--- config.mk ---
export PLATFORM = sky130hd
export DESIGN_NAME = ripple_count_sampler_flat
export DESIGN_NICKNAME = d
export VERILOG_FILES = /design/src/rtl/ripple_sampler_pkg.sv /design/src/rtl/ripple_count_sampler_if.sv /design/src/rtl/sync_2ff.sv /design/src/rtl/ripple_count_sampler.sv /design/src/flat_wrapper.sv
export SDC_FILE = /design/constraint.sdc
export NUM_CORES = 1
export LEC_CHECK = 0
export ABC_AREA = 1
export CORE_AREA = 2 2 81 83
export CTS_CLUSTER_SIZE = 20
export DETAILED_ROUTE_END_ITERATION = 16
export DIE_AREA = 0 0 83 85
export GPL_ROUTABILITY_DRIVEN = 0
export PLACE_DENSITY = 0.89
export SLEW_MARGIN = 10
export SYNTH_ARGS = -nofsm -noshare
export SYNTH_HDL_FRONTEND = slang
export SYNTH_SLANG_ARGS = --single-unit
--- constraint.sdc ---
create_clock -name clk -period 2.4 [get_ports clk]
set_input_delay 0.48 -clock clk [delete_from_list [all_inputs] [get_ports clk]]
set_output_delay 0.48 -clock clk [all_outputs]
set_load 0.005 [all_outputs]
--- src/rtl/ripple_sampler_pkg.sv ---
// Shared types and sizing helpers for the ripple count sampler.
package ripple_sampler_pkg;

    typedef enum logic [2:0] {
        IDLE,
        CLEAR,
        COUNT,
        SETTLE,
        CAPTURE,
        HOLD
    } state_t;

    // CAPTURE may accept a match only once vld_pipe[CAP_STAGES] is set, i.e. after
    // both synchroniser stages and the compare register hold post-entry samples.
    localparam int CAP_STAGES = 1;

    // The phase counter counts SETTLE_CYCLES-1 down to 0.
    function automatic int phase_width(input int settle_cycles);
        return (settle_cycles < 2) ? 1 : $clog2(settle_cycles);
    endfunction

endpackage

--- src/rtl/ripple_count_sampler_if.sv ---
// Request / result handshake between a consumer and the ripple count sampler.
interface ripple_count_sampler_if #(
    parameter int LENGTH       = 14,
    parameter int WINDOW_WIDTH = 16
);
    logic                    start;
    logic [WINDOW_WIDTH-1:0] window_len;
    logic                    busy;
    logic [LENGTH-1:0]       result;
    logic                    overflow;
    logic                    result_valid;
    logic                    result_ready;

    modport master (
        output start, window_len, result_ready,
        input  busy, result, overflow, result_valid
    );

    modport slave (
        input  start, window_len, result_ready,
        output busy, result, overflow, result_valid
    );
endinterface

--- src/rtl/sync_2ff.sv ---
// Plain two-flop synchroniser; no reset so the data path stays a clean flop chain.
module sync_2ff #(
    parameter int WIDTH = 1
) (
    input  logic             clk,
    input  logic [WIDTH-1:0] d,
    output logic [WIDTH-1:0] q
);
    logic [WIDTH-1:0] meta;

    always_ff @(posedge clk) begin
        meta <= d;
        q    <= meta;
    end
endmodule

--- src/rtl/ripple_count_sampler.sv ---
// Opens a counting window on the ripple incrementer, waits for the chain to settle
// and captures a stable count with a sticky wrap flag onto a valid/ready output.
module ripple_count_sampler
    import ripple_sampler_pkg::*;
#(
    parameter int LENGTH        = 14,
    parameter int WINDOW_WIDTH  = 16,
    parameter int SETTLE_CYCLES = 4
) (
    input  logic                  clk,
    input  logic                  reset,
    ripple_count_sampler_if.slave bus,
    output logic                  cnt_enable,
    output logic                  cnt_reset,
    input  logic [LENGTH-1:0]     cnt_in
);
    localparam int            PW         = phase_width(SETTLE_CYCLES);
    localparam logic [PW-1:0] PHASE_LOAD = PW'(SETTLE_CYCLES - 1);

    state_t                  state;
    logic [PW-1:0]           phase;
    logic [WINDOW_WIDTH-1:0] win_cnt;
    logic [LENGTH-1:0]       samp;
    logic [LENGTH-1:0]       samp_prev;
    logic [LENGTH-1:0]       result_q;
    logic [CAP_STAGES:0]     vld_pipe;
    logic                    wrap_seen;
    logic                    ovf_q;
    logic                    valid_q;
    logic                    msb_fall;
    logic                    samples_match;

    sync_2ff #(.WIDTH(LENGTH)) u_sync (
        .clk (clk),
        .d   (cnt_in),
        .q   (samp)
    );

    always_ff @(posedge clk) samp_prev <= samp;

    assign msb_fall      = samp_prev[LENGTH-1] & ~samp[LENGTH-1];
    assign samples_match = (samp == samp_prev);

    always_ff @(posedge clk) begin
        if (reset) begin
            state     <= IDLE;
            phase     <= '0;
            win_cnt   <= '0;
            vld_pipe  <= '0;
            wrap_seen <= 1'b0;
            result_q  <= '0;
            ovf_q     <= 1'b0;
            valid_q   <= 1'b0;
        end else begin
            vld_pipe <= '0;
            if ((state == COUNT || state == SETTLE) && msb_fall)
                wrap_seen <= 1'b1;
            unique case (state)
                IDLE: begin
                    if (bus.start) begin
                        state     <= CLEAR;
                        phase     <= PHASE_LOAD;
                        win_cnt   <= bus.window_len;
                        wrap_seen <= 1'b0;
                    end
                end
                CLEAR: begin
                    if (phase == '0) begin
                        phase <= PHASE_LOAD;
                        state <= (win_cnt == '0) ? SETTLE : COUNT;
                    end else begin
                        phase <= phase - PW'(1);
                    end
                end
                COUNT: begin
                    win_cnt <= win_cnt - WINDOW_WIDTH'(1);
                    if (win_cnt == WINDOW_WIDTH'(1)) begin
                        state <= SETTLE;
                        phase <= PHASE_LOAD;
                    end
                end
                SETTLE: begin
                    if (phase == '0) state <= CAPTURE;
                    else             phase <= phase - PW'(1);
                end
                CAPTURE: begin
                    // Only samples taken after entry count; stale pre-settle values are ignored.
                    vld_pipe <= {vld_pipe[CAP_STAGES-1:0], 1'b1};
                    if (vld_pipe[CAP_STAGES] && samples_match) begin
                        result_q <= samp;
                        ovf_q    <= wrap_seen;
                        valid_q  <= 1'b1;
                        state    <= HOLD;
                    end
                end
                HOLD: begin
                    if (bus.result_ready) begin
                        valid_q <= 1'b0;
                        state   <= IDLE;
                    end
                end
                default: state <= IDLE;
            endcase
        end
    end

    // Reset gates enable combinationally so the two controls never overlap.
    assign cnt_enable       = (state == COUNT) & ~reset;
    assign cnt_reset        = reset | (state == CLEAR);
    assign bus.busy         = (state != IDLE);
    assign bus.result       = result_q;
    assign bus.overflow     = ovf_q;
    assign bus.result_valid = valid_q;

endmodule

--- src/flat_wrapper.sv ---
// flat-port wrapper written by rule: the top's interface ports become plain ports
module ripple_count_sampler_flat import ripple_sampler_pkg::*;
#(
    parameter int LENGTH        = 14,
    parameter int WINDOW_WIDTH  = 16,
    parameter int SETTLE_CYCLES = 4
)
  (clk, reset, cnt_enable, cnt_reset, cnt_in, bus_start, bus_window_len, bus_result_ready, bus_busy, bus_result, bus_overflow, bus_result_valid);
  ripple_count_sampler_if #(.LENGTH(LENGTH), .WINDOW_WIDTH(WINDOW_WIDTH)) bus_i ();
  input  logic clk;
  input  logic reset;
  output logic cnt_enable;
  output logic cnt_reset;
  input  logic [LENGTH-1:0] cnt_in;
  input wire logic [$bits(bus_i.start)-1:0] bus_start;
  input wire logic [$bits(bus_i.window_len)-1:0] bus_window_len;
  input wire logic [$bits(bus_i.result_ready)-1:0] bus_result_ready;
  output wire logic [$bits(bus_i.busy)-1:0] bus_busy;
  output wire logic [$bits(bus_i.result)-1:0] bus_result;
  output wire logic [$bits(bus_i.overflow)-1:0] bus_overflow;
  output wire logic [$bits(bus_i.result_valid)-1:0] bus_result_valid;
  assign bus_i.start = bus_start;
  assign bus_i.window_len = bus_window_len;
  assign bus_i.result_ready = bus_result_ready;
  assign bus_busy = bus_i.busy;
  assign bus_result = bus_i.result;
  assign bus_overflow = bus_i.overflow;
  assign bus_result_valid = bus_i.result_valid;
  ripple_count_sampler #(.LENGTH(LENGTH), .WINDOW_WIDTH(WINDOW_WIDTH), .SETTLE_CYCLES(SETTLE_CYCLES)) u_core (.clk(clk), .reset(reset), .bus(bus_i), .cnt_enable(cnt_enable), .cnt_reset(cnt_reset), .cnt_in(cnt_in));
endmodule
Word level (Yosys, flattened, before mapping). Cells that the tools add are included.

Register bits after elaboration: 82. Bits of input ports: 34. Output and inout port bits: 19. Word-level logic and storage cells: 72.

Add/subtract/negate cells: 2. Equal/unequal tests: 14. Muxes and demuxes: 22. Bitwise gates (word level): 6. Reduce and logical (&&, ||, !) cells: 16.

Operators with widths (number): one-hot mux 16 bit (2 select lines) (1); 2-to-1 mux 3 bit (6); one-hot mux 3 bit (6 select lines) (1); equality test 16 x 1 -> 1 bit, second input constant (1); logical NOT 16 bit (1); 2-to-1 mux 16 bit (1); subtractor 16 x 1 -> 16 bit, second input constant (1); equality test 14 bit (1); 2-to-1 mux 2 bit (4); inequality test 2 bit, second input constant (4); one-hot mux 2 bit (4 select lines) (1); 2-to-1 mux 1 bit (7); equality test 3 x 2 -> 1 bit, second input constant (2); equality test 3 bit, second input constant (2); inequality test 2 x 1 -> 1 bit, second input constant (3); AND reduction 6 bit (1); AND reduction 2 bit (2); AND reduction 4 bit (1); nonzero test 2 bit (2); nonzero test 4 bit (1); equality test 3 x 1 -> 1 bit, second input constant (1); logical NOT 3 bit (1); NOT 1 bit (3); AND reduction 3 bit (1); 9 further kinds (11).

Depth between registers and ports, before layout. Gate-level depths: netlist of the first run.

Depth in word-level cells: 6. Gate-level depth with buffers: 13. Gate-level depth less buffers: 13.

Modules after synthesis. From an unflattened synthesis of the first run, not the netlist that was laid out.

Cells, all modules: 429. Area, all modules: 3271.9 um^2.

By module, submodules not included: ripple_count_sampler (times used 1, cells an instance 401, area each 2711.4 um^2, seq. area each 1081.0 um^2); sync_2ff (times used 1, cells an instance 28, area each 560.5 um^2, seq. area each 560.5 um^2).

Worst setup path after synthesis of the first run. Ideal clock, no wire load.

Path kind: input to output. Start: input reset. End: output cnt_reset. Data arrival time: 1178 ps. Data required time: 1920 ps. Path slack: 742 ps. Stages on the path: 4. Path buffers: 2. Path through: clkbuf_1 > clkinv_1 > buf_2 > nand2_1.

Cells in the longest elaborated chain, start to end: 1.

RTL lines: start, declared (line flat_wrapper.sv:11) `input logic reset;`; OR 1 bit (line ripple_count_sampler.sv:109) `assign cnt_reset = reset | (state == CLEAR);`; end, declared (line flat_wrapper.sv:13) `output logic cnt_reset;`.

Every way passes these cells.

Worst setup path after layout of the first run.
Start: register u_core.state[1]. End: output cnt_enable.

Cells in the longest elaborated chain, start to end: 2.

RTL lines: start, declared (line ripple_count_sampler.sv:20) `state_t state;`; start signal, assigned (line ripple_count_sampler.sv:70) `state <= (win_cnt == '0) ? SETTLE : COUNT;`; equality test 3 x 2 -> 1 bit (line ripple_count_sampler.sv:108) `assign cnt_enable = (state == COUNT) & ~reset;`; bitwise AND 1 bit (line ripple_count_sampler.sv:108); end, declared (line flat_wrapper.sv:12) `output logic cnt_enable;`.

Every way passes these cells.

==> impl_results.md, run 1 <==
- Clk root buf: clkbuf_8
- FF/Latch Area: 1640 um^2
- CP Launch Type: flop
- Wire length per cell: 11.8 um
- Slew Viols, Final: 0
- Total track usage: 21.9%
- Synth Register Bits: 82
- Yosys warnings: 0
- Post-Syn Area: 3520 um^2
- CP Data Required Time: 1920 ps
- First-pass GRT wire length: 12700 um
- Core Rows: 29
- Via count: 3239
- DRT iter0 DRCs: 228
- DRT antenna net count: 0
- Sequential power share: 38.4%
- Synth Flop Type: dfxtp_1
- Final period util: 92.5%
- Max VDD drop: 0.000605 V
- WS Path Type: reg2out
- Fin. Hold Viols: 0
- Design Power: 0.00442 W
- Area contributors post-synth: dfxtp_1 47%, nand2_1 15%, nor2_1 8.5%
- Length of the first detailed-routing pass in iterations: 5
- Die Wd: 83 um
- # setup viols final: 0
- Routed WL: 7520 um
- Grt ovf: 0
- Skew-Pair Late Insertion Delay: 360 ps
- Vias in the first global route: 3068
- Switching pwr: 0.00178 W
- CORE AREA: 6200 um^2
- Detailed placement HPWL: 5520 um
- Worst-Margin Slew: 385 ps
- Initial Util: 56.8%
- Post-synth EDFFs: 0
- CTS clk-pin slew, worst paths: 80 ps
- Die area: 7060 um^2
- Initial antenna violation count: 0
- Synth cell types: 32
- Vias/cell: 5.08
- CTS tree: built
- Critical path capture point type: output port
- MaxCap Viol Count: 0
- Power density over the cells: 1030 nW/um^2
- Layout area overhead: 22.2%
- Sw Ratio: 40.3%
- H-tree Lvls: 3
- Top cell type's share of synthesized area: 46.6%
- Hold_buf cts: 0
- Comb pwr share: 38.2%
- Fill cell count: 505
- Slew Limit Headroom: 74.3%
- Clock power share: 23.4%
- Slowest CP cell: clkdlybuf4s50_1
- Area leader, netlist: dfxtp_1
- Skew final: 12.5 ps
- PortBufs: 52
- Die Ht: 85 um
- Pin count of the biggest net entering global routing: 27
- Async S/R FF share, synth: 0%
- IO Pins: 53
- Area of the multi-input gates: 1510 um^2
- CP top delay family: buffers and inverters
- Status: finished clean
- CP bufs+invs: 1
- CTS Buf Count: 9
- Clock tree buffer depth: 2
- Mapped Cells: 499
- Max Fclk: 450 MHz
- RSZ-0062 raised after global routing: false
- # diodes: 0
- Max FO, Critical Path: 10
- Reg2reg setup slack: 510 ps
- Crit path cell chain: nand3_4 -> nor2_2 -> clkdlybuf4s50_1
- P_int: 0.00264 W
- CTS Sinks: 82
- Synthesized Nets: 537
- Largest stage delay, worst path: 530 ps
- CP arrival: 1740 ps
- Hold Crit Class: reg2reg
- Post-synthesis sequential area ratio: 46.6%
- # DRC: 0
- Minimum clock period: 2220 ps
- Syn_area_per_cell: 7.06 um^2
- Sum Neg Setup Slack: 0 ps
- Post-layout nets: 593
- Share of cells above drive strength 1: 8.39%
- Leakage: 2.08 nW
[layout by cell type (no fill, tap or decap), drive strengths merged, types with 3 or more instances in the layout]
cell type,instances
nand4,9
ha,4
a31oi,4
dfxtp,82
buf,4
nor2,90
inv,82
clkbuf,9
nor3,4
nand3,21
a211oi,3
o21ai,24
a21oi,14
nand2,147
clkdlybuf4s50,52
[layer usage]
metal  track usage (%)  vias up  wire length (um)
met5                 0        -                 0
met4              11.6        0               200
met3              5.74       26               448
met2              40.3      141              3780
met1              22.8     1428              3090
li1                  -     1644                 -
[cells by family (layout without fill, tap and decap cells)]
family                   after synthesis  after routing  share of synthesized area (%)
adder cells (fa/ha/maj)                4              4                           1.42
flip-flops                            82             82                           46.6
AND/OR/NAND/NOR                      274            274                           33.2
XOR/XNOR                               1              1                          0.249
AO/OA/AOI/OAI                         48             48                           7.74
buffers and inverters                 90            151                           10.8
[state kept, by name (all words and copies together), names as in the netlist]
signal                   count
u_core.u_sync.meta          14
u_core.state                 3
u_core.bus.result           14
u_core.wrap_seen             1
u_core.vld_pipe              2
u_core.samp_prev            14
u_core.bus.overflow          1
u_core.phase                 2
u_core.u_sync.q             14
u_core.bus.result_valid      1
u_core.win_cnt              16
[synthesized netlist by cell type, types with 2 or more instances]
master and count:
inv_2 3, clkbuf_1 2, nand3_1 18, dfxtp_1 82, nor2_4 5, nand3_2 3
a21oi_1 13, nand4_1 9, nor2_1 80, a31oi_1 4, or2_2 2, a211oi_1 2
o21ai_0 23, nand2_1 143, nor2_2 5, ha_1 4, nand2_2 4, buf_2 3
buf_4 2, buf_6 4, inv_1 75, nor3_1 3
[cell type report]
type / instances / share of cell area (%)
Clock buffer: 9 / 2.88
Clock inverter: 7 / 1.92
Inverter: 79 / 6.89
Multi-Input combinational cell: 327 / 35.1
Sequential cell: 82 / 38.2
Tap cell: 77 / 2.24
Timing Repair Buffer: 56 / 12.8
[repair_timing]
action | CTS | global route
endpoints found under the setup margin | 0 | 1
gates resized for setup | 0 | 2
setup buffers | 0 | 0
[final timing paths]
| path | startpoint | to | depth (start not counted) |
|---|---|---|---|
| hold reg to reg | u_core.u_sync.meta[4] | u_core.u_sync.q[4] | 0 |
| hold / removal | u_core.u_sync.meta[4] | u_core.u_sync.q[4] | 0 |
| setup reg to reg | u_core.state[0] | u_core.win_cnt[11] | 9 |
| setup / recovery | u_core.state[1] | cnt_enable | 3 |
[power groups by stage]
stage | clock network (W) | logic (W) | registers [W]
floorplan | 0 | 0.00130 | 0.00168
global placement | 0 | 0.00157 | 0.00171
detailed placement | 0 | 0.00164 | 0.00172
CTS | 0.00104 | 0.00165 | 0.00169
global route | 0.00111 | 0.00190 | 0.00171
finish | 0.00103 | 0.00169 | 0.00170
[stage by stage]
stage	utilization [%]	hold WS, ps	area (um^2)	setup WS (ps)	cells
after global routing	69.3	341	4300	103	637
after CTS	69.2	332	4290	48.4	637
after floorplan	-	310	3520	742	499
after global placement	65.9	310	4090	170	621
final	69.3	331	4300	180	637
after detailed placement	65.9	312	4090	197	621
Power figures use the tool's default switching activity.
==> run 2, diff against run 1 <==
--- a/config.mk
+++ b/config.mk
@@ -7,10 +7,12 @@
 export LEC_CHECK = 0
 export ABC_AREA = 1
 export CORE_AREA = 2 2 81 83
+export CTS_CLUSTER_DIAMETER = 100
 export CTS_CLUSTER_SIZE = 20
 export DETAILED_ROUTE_END_ITERATION = 16
 export DIE_AREA = 0 0 83 85
 export GPL_ROUTABILITY_DRIVEN = 0
+export MAX_ROUTING_LAYER = met4
 export PLACE_DENSITY = 0.89
 export SLEW_MARGIN = 10
 export SYNTH_ARGS = -nofsm -noshare
==> run 2 against run 1 <==
Clock-buffer cell count is the same. Critical endpoint unchanged. Flip-flop and latch count is the same. Sequential power is essentially flat.
==> impl_results.md, run 2 (synthesis results as in run 1) <==
- Hold Crit Class: reg2reg
- Fin. Hold Viols: 0 (unchanged)
- Wire length per cell: 11.8 um (-0.15%)
- Cell Area, Placed: 4090 um^2 (unchanged)
- Vias in the first global route: 3069 (+0.033%)
- Die Wd: 83 um (unchanged)
- Post-layout nets: 593 (unchanged)
- Worst-Margin Slew: 387 ps (+1.80 ps)
- CORE AREA: 6200 um^2 (unchanged)
- Layout area overhead: 22.2% (unchanged)
- RSZ-0062 raised after global routing: false
- H-tree Lvls: 3 (unchanged)
- Crit path cell chain: nand3_4 -> nor2_2 -> clkdlybuf4s50_1
- Fin area: 4300 um^2 (unchanged)
- Slew Limit Headroom: 74.2% (-0.12 points)
- Sum Neg Setup Slack: 0 ps (unchanged)
- Slew Viols, Final: 0 (unchanged)
- Final period util: 93.1% (+0.56 points)
- Leakage: 2.08 nW (unchanged)
- Slowest CP cell: clkdlybuf4s50_1
- IO Pins: 53 (unchanged)
- Die Ht: 85 um (unchanged)
- Clock tree buffer depth: 2 (unchanged)
- DRT antenna net count: 0 (unchanged)
- Routed WL: 7510 um (-0.15%)
- Max reg flops: 16 (unchanged)
- First-pass GRT wire length: 12700 um (unchanged)
- Max VDD drop: 0.000602 V (-0.46%)
- CTS clk-pin slew, worst paths: 90 ps (about the same)
- Share of cells above drive strength 1: 8.39% (unchanged)
- Grt ovf: 0 (unchanged)
- # diodes: 0 (unchanged)
- Commonest non-fill, non-tap cell in the layout: nand2_1
- Power density over the cells: 1030 nW/um^2 (about the same)
- Core Rows: 29 (unchanged)
- CTS tree: built
- Hold_buf cts: 0 (unchanged)
- Vias/cell: 5.12 (+0.62%)
- CP arrival: 1750 ps (about the same)
- Pin count of the biggest net entering global routing: 27 (unchanged)
- # DRC: 0 (unchanged)
- CP top delay family: buffers and inverters
- # setup viols final: 0 (unchanged)
- Detailed placement HPWL: 5520 um (unchanged)
- Die area: 7060 um^2 (unchanged)
- DRT iter0 DRCs: 241 (+5.7%)
- WS Path Type: reg2out
- Via count: 3259 (+0.62%)
- CTS Sinks: 82 (unchanged)
- MaxCap Viol Count: 0 (unchanged)
- Max Fclk: 448 MHz (-0.60%)
- CTS Buf Count: 9 (unchanged)
- PortBufs: 52 (unchanged)
- CP Data Required Time: 1920 ps (about the same)
- CP bufs+invs: 1 (unchanged)
- Status: finished clean
- Skew-Pair Late Insertion Delay: 350 ps (about the same)
- Clk root buf: clkbuf_8
- Max FO, Critical Path: 10 (unchanged)
- CP Launch Type: flop
- Largest register by flop count: u_core.win_cnt
- Critical path capture point type: output port
- Skew final: 12.3 ps (-0.132 ps)
- Length of the first detailed-routing pass in iterations: 5 (unchanged)
- Initial Util: 56.8% (unchanged)
- Fill cell count: 505 (unchanged)
- Reg2reg setup slack: 510 ps (about the same)
- Total track usage: 22.6% (+0.67 points)
- Initial antenna violation count: 0 (unchanged)
- Largest stage delay, worst path: 530 ps (about the same)
- Most frequent cells in the layout: 143 x nand2_1, 82 x dfxtp_1, 79 x nor2_1, 75 x inv_1, 52 x clkdlybuf4s50_1
- Minimum clock period: 2230 ps (+13.4 ps)
## run 2: worst register-to-register path, cell delays in order, from the launching register on
cell	delay, ps
dfxtp_1	390
inv_1	110
nand3_4	140
buf_4	180
inv_2	160
nor2_4	380
inv_1	150
a21o_1	200
nand2_1	50
nor2_1	40
## run 2: power by group
part           internal, W  switching (W)
logic             0.000600        0.00109
registers          0.00154       0.000156
clock network     0.000500       0.000531
total              0.00264        0.00178
## run 2: timing repair
action / CTS / global route
setup endpoints to repair: 0 / 1
buffers inserted: 0 / 0
gates resized for setup: 0 / 2
## run 2: worst paths after layout
path	startpoint	end	cells after the start
worst min register to register	u_core.u_sync.meta[4]	u_core.u_sync.q[4]	0
worst max register to register	u_core.state[0]	u_core.win_cnt[11]	9
worst max-delay path	u_core.state[1]	cnt_enable	3
worst min-delay path	u_core.u_sync.meta[4]	u_core.u_sync.q[4]	0
## run 2: layout make-up
| cell class | count | area [um^2] | share of cell area (%) |
|---|---|---|---|
| Tap cell | 77 | 96.3 | 2.24 |
| Clock buffer | 9 | 124 | 2.88 |
| Inverter | 79 | 297 | 6.89 |
| Multi-Input combinational cell | 327 | 1510 | 35.1 |
| Clock inverter | 7 | 82.6 | 1.92 |
| Sequential cell | 82 | 1640 | 38.2 |
| Timing Repair Buffer | 56 | 551 | 12.8 |
## run 2: routing by layer
metal | GRT usage, % | part of all wire (%) | vias to the layer above
li1 | - | - | 1643
met1 | 22.8 | 41 | 1436
met2 | 40.3 | 50 | 148
met3 | 5.74 | 6.1 | 32
met4 | 11.6 | 3.1 | 0
met5 | - | 0 | -
## run 2: metrics by stage
step                power (W)  setup slack, ps  std cells  util [%]  hold slack, ps
floorplan             0.00298              742        499         -             310
global placement      0.00328              170        621      65.9             310
detailed placement    0.00336              197        621      65.9             312
CTS                   0.00438             48.4        637      69.2             332
global route          0.00473              103        637      69.3             341
finish                0.00442              167        637      69.3             331
